$ cat config.mk
export PLATFORM = sky130hd
export DESIGN_NAME = score_fetch_ctrl
export DESIGN_NICKNAME = d
export VERILOG_FILES = /design/src/rtl/score_fetch_ctrl.sv
export SDC_FILE = /design/constraint.sdc
export NUM_CORES = 1
export LEC_CHECK = 0
export ABC_AREA = 1
export CORE_MARGIN = 2
export CORE_UTILIZATION = 46
export DETAILED_ROUTE_END_ITERATION = 10
export PLACE_DENSITY_LB_ADDON = 0.15
export SYNTH_ARGS = -nofsm -noshare
export SYNTH_HDL_FRONTEND = slang
export SYNTH_SLANG_ARGS = --single-unit
$ cat constraint.sdc
create_clock -name clk -period 2.2 [get_ports clk]
set_clock_uncertainty 0.15 [all_clocks]
set_input_delay 0.44 -clock clk [delete_from_list [all_inputs] [get_ports clk]]
set_output_delay 0.44 -clock clk [all_outputs]
set_load 0.05 [all_outputs]
$ cat src/rtl/score_fetch_ctrl.sv
// Glyph-ROM fetch controller for two score requesters: round-robin grant,
// row-burst address issue, and a one-cycle-delayed beat stream back to the owner.
module score_fetch_ctrl #(
  parameter int DIG_MAX = 9,
  parameter int LEN_W   = 3
) (
  input  logic             clk,
  input  logic             rst_n,
  input  logic             req0,
  input  logic             req1,
  input  logic [3:0]       digit0,
  input  logic [3:0]       digit1,
  input  logic [5:0]       row0,
  input  logic [5:0]       row1,
  input  logic [LEN_W-1:0] len0,
  input  logic [LEN_W-1:0] len1,
  output logic             gnt0,
  output logic             gnt1,
  output logic [9:0]       rom_addr,
  output logic             rom_en,
  input  logic [7:0]       rom_data,
  output logic [7:0]       rd_data,
  output logic             rd_valid,
  output logic             rd_last,
  output logic             rd_err,
  output logic             rd_id,
  output logic             busy
);
  typedef enum logic [1:0] {IDLE, ISSUE, DRAIN} state_t;

  localparam logic [3:0]     DMAX = 4'(DIG_MAX);
  localparam logic [LEN_W:0] FULL = {1'b1, {LEN_W{1'b0}}};
  localparam logic [LEN_W:0] ONE  = {{LEN_W{1'b0}}, 1'b1};

  state_t           r_state, n_state;
  logic             r_rdy;
  logic [3:0]       r_dig, n_dig;
  logic [5:0]       r_row, n_row;
  logic [LEN_W:0]   r_cnt, n_cnt;
  logic             r_bad, n_bad;
  logic             r_id, n_id;
  logic             r_lastg, n_lastg;
  logic             r_gnt0, n_gnt0, r_gnt1, n_gnt1;
  logic [9:0]       r_addr, n_addr;
  logic             r_en, n_en;
  logic             r_iss, n_iss, r_iss_last, n_iss_last;
  logic             r_vld, r_last, r_err, r_rid;

  logic             w_pick;
  logic [3:0]       w_dig;
  logic [5:0]       w_row;
  logic [LEN_W-1:0] w_len;
  logic [LEN_W:0]   w_n;
  logic             w_ok;

  // Both asking: the side not granted last time wins.
  assign w_pick = req1 & (~req0 | ~r_lastg);
  assign w_dig  = w_pick ? digit1 : digit0;
  assign w_row  = w_pick ? row1   : row0;
  assign w_len  = w_pick ? len1   : len0;
  assign w_n    = (w_len == '0) ? FULL : {1'b0, w_len};
  assign w_ok   = (w_dig <= DMAX);

  always_comb begin
    n_state    = r_state;
    n_dig      = r_dig;
    n_row      = r_row;
    n_cnt      = r_cnt;
    n_bad      = r_bad;
    n_id       = r_id;
    n_lastg    = r_lastg;
    n_gnt0     = 1'b0;
    n_gnt1     = 1'b0;
    n_addr     = 10'd0;
    n_en       = 1'b0;
    n_iss      = 1'b0;
    n_iss_last = 1'b0;
    case (r_state)
      IDLE: begin
        if (r_rdy && (req0 || req1)) begin
          n_state    = ISSUE;
          n_gnt0     = ~w_pick;
          n_gnt1     = w_pick;
          n_id       = w_pick;
          n_lastg    = w_pick;
          n_dig      = w_dig;
          n_bad      = ~w_ok;
          n_iss      = 1'b1;
          n_iss_last = (w_n == ONE);
          n_en       = w_ok;
          n_addr     = w_ok ? {w_dig, w_row} : 10'd0;
          n_row      = w_row + 6'd1;
          n_cnt      = w_n - ONE;
        end
      end
      ISSUE: begin
        // r_cnt holds addresses still to issue after the current one.
        if (r_cnt != '0) begin
          n_iss      = 1'b1;
          n_iss_last = (r_cnt == ONE);
          n_en       = ~r_bad;
          n_addr     = r_bad ? 10'd0 : {r_dig, r_row};
          n_row      = r_row + 6'd1;
          n_cnt      = r_cnt - ONE;
        end else begin
          n_state = DRAIN;
        end
      end
      DRAIN:   n_state = IDLE;
      default: n_state = IDLE;
    endcase
  end

  always_ff @(posedge clk or negedge rst_n) begin
    if (!rst_n) begin
      r_state    <= IDLE;
      r_rdy      <= 1'b0;
      r_dig      <= '0;
      r_row      <= '0;
      r_cnt      <= '0;
      r_bad      <= 1'b0;
      r_id       <= 1'b0;
      r_lastg    <= 1'b1;
      r_gnt0     <= 1'b0;
      r_gnt1     <= 1'b0;
      r_addr     <= '0;
      r_en       <= 1'b0;
      r_iss      <= 1'b0;
      r_iss_last <= 1'b0;
      r_vld      <= 1'b0;
      r_last     <= 1'b0;
      r_err      <= 1'b0;
      r_rid      <= 1'b0;
    end else begin
      r_state    <= n_state;
      r_rdy      <= 1'b1;
      r_dig      <= n_dig;
      r_row      <= n_row;
      r_cnt      <= n_cnt;
      r_bad      <= n_bad;
      r_id       <= n_id;
      r_lastg    <= n_lastg;
      r_gnt0     <= n_gnt0;
      r_gnt1     <= n_gnt1;
      r_addr     <= n_addr;
      r_en       <= n_en;
      r_iss      <= n_iss;
      r_iss_last <= n_iss_last;
      r_vld      <= r_iss;
      r_last     <= r_iss_last;
      r_err      <= r_iss & r_bad;
      r_rid      <= r_iss & r_id;
    end
  end

  assign gnt0     = r_gnt0;
  assign gnt1     = r_gnt1;
  assign rom_addr = r_addr;
  assign rom_en   = r_en;
  assign rd_valid = r_vld;
  assign rd_last  = r_last;
  assign rd_err   = r_err;
  assign rd_id    = r_rid;
  assign rd_data  = (r_vld && !r_err) ? rom_data : 8'h00;
  assign busy     = (r_state != IDLE);
endmodule

==> qor.csv <==
metric,value,unit
status,"finished, final reports clean",
vias in the first global route,1808,
Initial Utilization,47.35,%
Hold Path Sink,rd_last$_DFF_PN0_,
fmax,0.4885,GHz
top post-synthesis cells by area,"dfrtp_1 47%, nand2_1 10%, inv_1 6.5%, nand3_1 4.7%, o21ai_0 3.7%",
largest family of logic cells by synthesized area,simple AND/OR/NAND/NOR gates,
leakage,1.510,nW
core area,0.004294,mm2
HPWL after detailed placement,3737,um
share of layout cells above drive strength 1,19.51,%
post-cts resize count,0,
initial antenna violation count,0,
Post-Synth XOR/XNOR Area,1.292,%
Yosys cell types,32,
switching portion of total power,47.20,%
Wirelength per Cell,12.64,um
layout net count,370,
YS warnings,0,
clock-pin transition on the worst setup and hold timing paths,0.08,ns
"Req. time, crit path",1.61,ns
Final Setup Violations,0,
FF-to-FF setup slack,0.32,ns
RR Startpoint,r_lastg$_DFFE_PN1P_,
fin. max-slew vios,0,
Buffers & Inverters on Critical Path,1,
CP arrival,1.46,ns
post-synthesis compound-gate area fraction,9.477,%
reg2reg end,r_cnt[1]$_DFFE_PN0P_,
via count of the routed design,1815,
worst-skew pair later-pin latency,0.30,ns
Final Hold Vio Count,0,
Final min period,2.047,ns
ys async rst share,100.0,%
register area share after synthesis,48.06,%
number of port buffers,63,
num rows,24,
Synth area leader,dfrtp_1,
adder-cell share of the synthesized area,3.077,%
Diodes inserted,0,
sequential power share,27.2,%
Post-synth top cells,"55 x nand2_1, 38 x dfrtp_1, 35 x inv_1",
post-synthesis mux area share,0.4923,%
slowest stage cell on the critical path,clkdlybuf4s50_1,
max cap viols,0,
clock share of power,11.2,%
clk sinks,39,
combinational fraction of design power,61.5,%
1st-iter DRT viols,85,
Crit Path Category,reg2out,
RSZ-0062 raised after global routing,no,
Die X,70.49,um
number of flops mapped to enable cells by yosys,0,
crit start category,flip-flop,
Root Driver,clkbuf_8,
Non-Filler Instances,380,
first-pass GRT wire length,8355,um
"Avg Cell Area, Syn",8.437,um2
Max rail drop VDD,0.0008330,V
fin area,0.003029,mm2
CP Capture Type,primary output,
Hold Crit Start,r_iss_last$_DFF_PN0_,
Yosys top cell area share,46.77,%
gr ovfl total,0,
mapped cell area,0.002033,mm2
largest net degree at the start of global routing,22,
"CP delay by family, top",buffers and inverters,
drt pass-1 iters,4,
Final Core Density,70.54,%
GRT Util Overall,21.53,%
Critical Path Max Stage Delay,0.81,ns
die extent in y,70.49,um
CTS tree,built,
syn_nets,284,
Worst Path Max Fanout,2,
DIE AREA,0.004968,mm2
Placer Congestion,0.8847,
Routed Antenna Nets,0,
Slew headroom,65.99,%
worst hold path depth,0,
switching pwr,0.002018,W
CP cell instances,clkdlybuf4s50_1,
Reg2Reg Depth,7,
pre-CTS worst setup slack,-0.1039,ns
most common flop cell mapped by yosys,dfrtp_1,
Area after DPL,0.002934,mm2
"flops & latches, synth",39,
Pint,0.002258,W
Final period util,93.05,%
deepest clock path buffer count,2,
top-count cell post-synth,nand2_1,
CTS buffer count,5,
Least-Margin Pin Slew,0.5085,ns
final setup margin,0.1529,ns
via-per-instance ratio,4.776,
H-tree levels,2,
DRT Wirelength,4805,um
I/O pins,64,
DRC viols,0,
Min-Delay Path Class,reg2reg,
synth-to-layout area growth,48.98,%
pwr dens,1412,mW/mm2
synthesized instance count,241,
worst hold margin,0.2110,ns
Post-Synth Simple-Gate Area,28.68,%
Inst Count DP,371,
[flip-flops by register name, summed over array words and instances (netlist names)]
register,cells
r_cnt,4
gnt1,1
rom_en,1
r_state,2
r_iss_last,1
rd_err,1
rom_addr,10
gnt0,1
r_row,6
r_id,1
r_lastg,1
rd_id,1
r_iss,1
rd_valid,1
r_rdy,1
rd_last,1
r_bad,1
r_dig,4
[stage by stage]
step	TNS [ns]	power (W)
floorplan	0	0.002849
global placement	-0.2101	0.003770
detailed placement	-0.7601	0.003808
CTS	0	0.004305
global route	0	0.004586
finish	0	0.004276
[repair_timing]
item | in CTS | in global routing
setup buffers | 0 | 0
endpoints found under the setup margin | 0 | 0
hold buffers | 1 | 0
endpoints found under the hold margin | 19 | 0
[cells in the final DEF (no fill, tap or decap), drive strengths merged]
cell type	count
o21bai	1
nor4	1
nand4	2
o22ai	3
nand3b	2
dfrtp	38
inv	40
o32ai	1
mux2i	1
nand3	22
clkbuf	6
a22oi	1
o21ai	22
ha	5
nand2	67
xnor2	3
conb	1
buf	28
dfstp	1
dlygate4sd3	1
a21oi	4
clkdlybuf4s50	53
clkinvlp	1
clkinv	1
nor2	21
or2	1
o21a	1
[power groups by stage]
stage	Clock [W]	Combinational, W	Sequential, W
floorplan	0	0.00129	0.00156
global placement	0	0.00260	0.00117
detailed placement	0	0.00263	0.00118
CTS	0.000490	0.00265	0.00117
global route	0.000516	0.00288	0.00119
finish	0.000481	0.00263	0.00116
[layout make-up]
cell class | count | area [um2]
Fill cell | 351 | 1265
Inverter | 40 | 150.1
Clock inverter | 2 | 12.51
Clock buffer | 6 | 72.57
Multi-Input combinational cell | 159 | 878.3
Timing Repair Buffer | 82 | 873.3
Sequential cell | 39 | 977.2
Tap cell | 52 | 65.06
[worst max-delay path by stage]
stage,start,to,slack (ns),depth (start not counted)
6_report,rd_err$_DFF_PN0_,rd_err,0.15,1
5_1_grt,req1,r_row[5]$_DFFE_PN0P_,0.06,11
4_1_cts,rd_err$_DFF_PN0_,rd_err,0.13,1
3_5_place_dp,req0,r_cnt[1]$_DFFE_PN0P_,-0.10,8
3_3_place_gp,req1,r_row[5]$_DFFE_PN0P_,-0.07,11
2_1_floorplan,rd_valid$_DFF_PN0_,rd_data[0],0.07,2
[metal layers]
metal | up-vias | wire (um) | track usage, % | part of all wire, %
li1 | 934 | - | - | -
met1 | 832 | 2108 | 27.28 | 44
met2 | 42 | 2400 | 36.16 | 50
met3 | 7 | 236 | 3.752 | 4.9
met4 | 0 | 60 | 8.974 | 1.2
met5 | - | 0 | 0 | 0
[worst reg2reg max path: cells and delay by family (launching register included)]
family	cells	cell delay, ns
flip-flops	1	0.54
AND/OR/NAND/NOR	3	0.35
multiplexers	1	0.32
adder cells (fa/ha/maj)	1	0.28
AO/OA/AOI/OAI	2	0.16
[kinds of logic after synthesis]
kind of cell,after synthesis
simple gates,116
buf+inv,43
flops,39
compound gates,33
fa+ha+maj,5
xor+xnor,3
other cells,1
mux,1
Power figures use the tool's default switching activity.
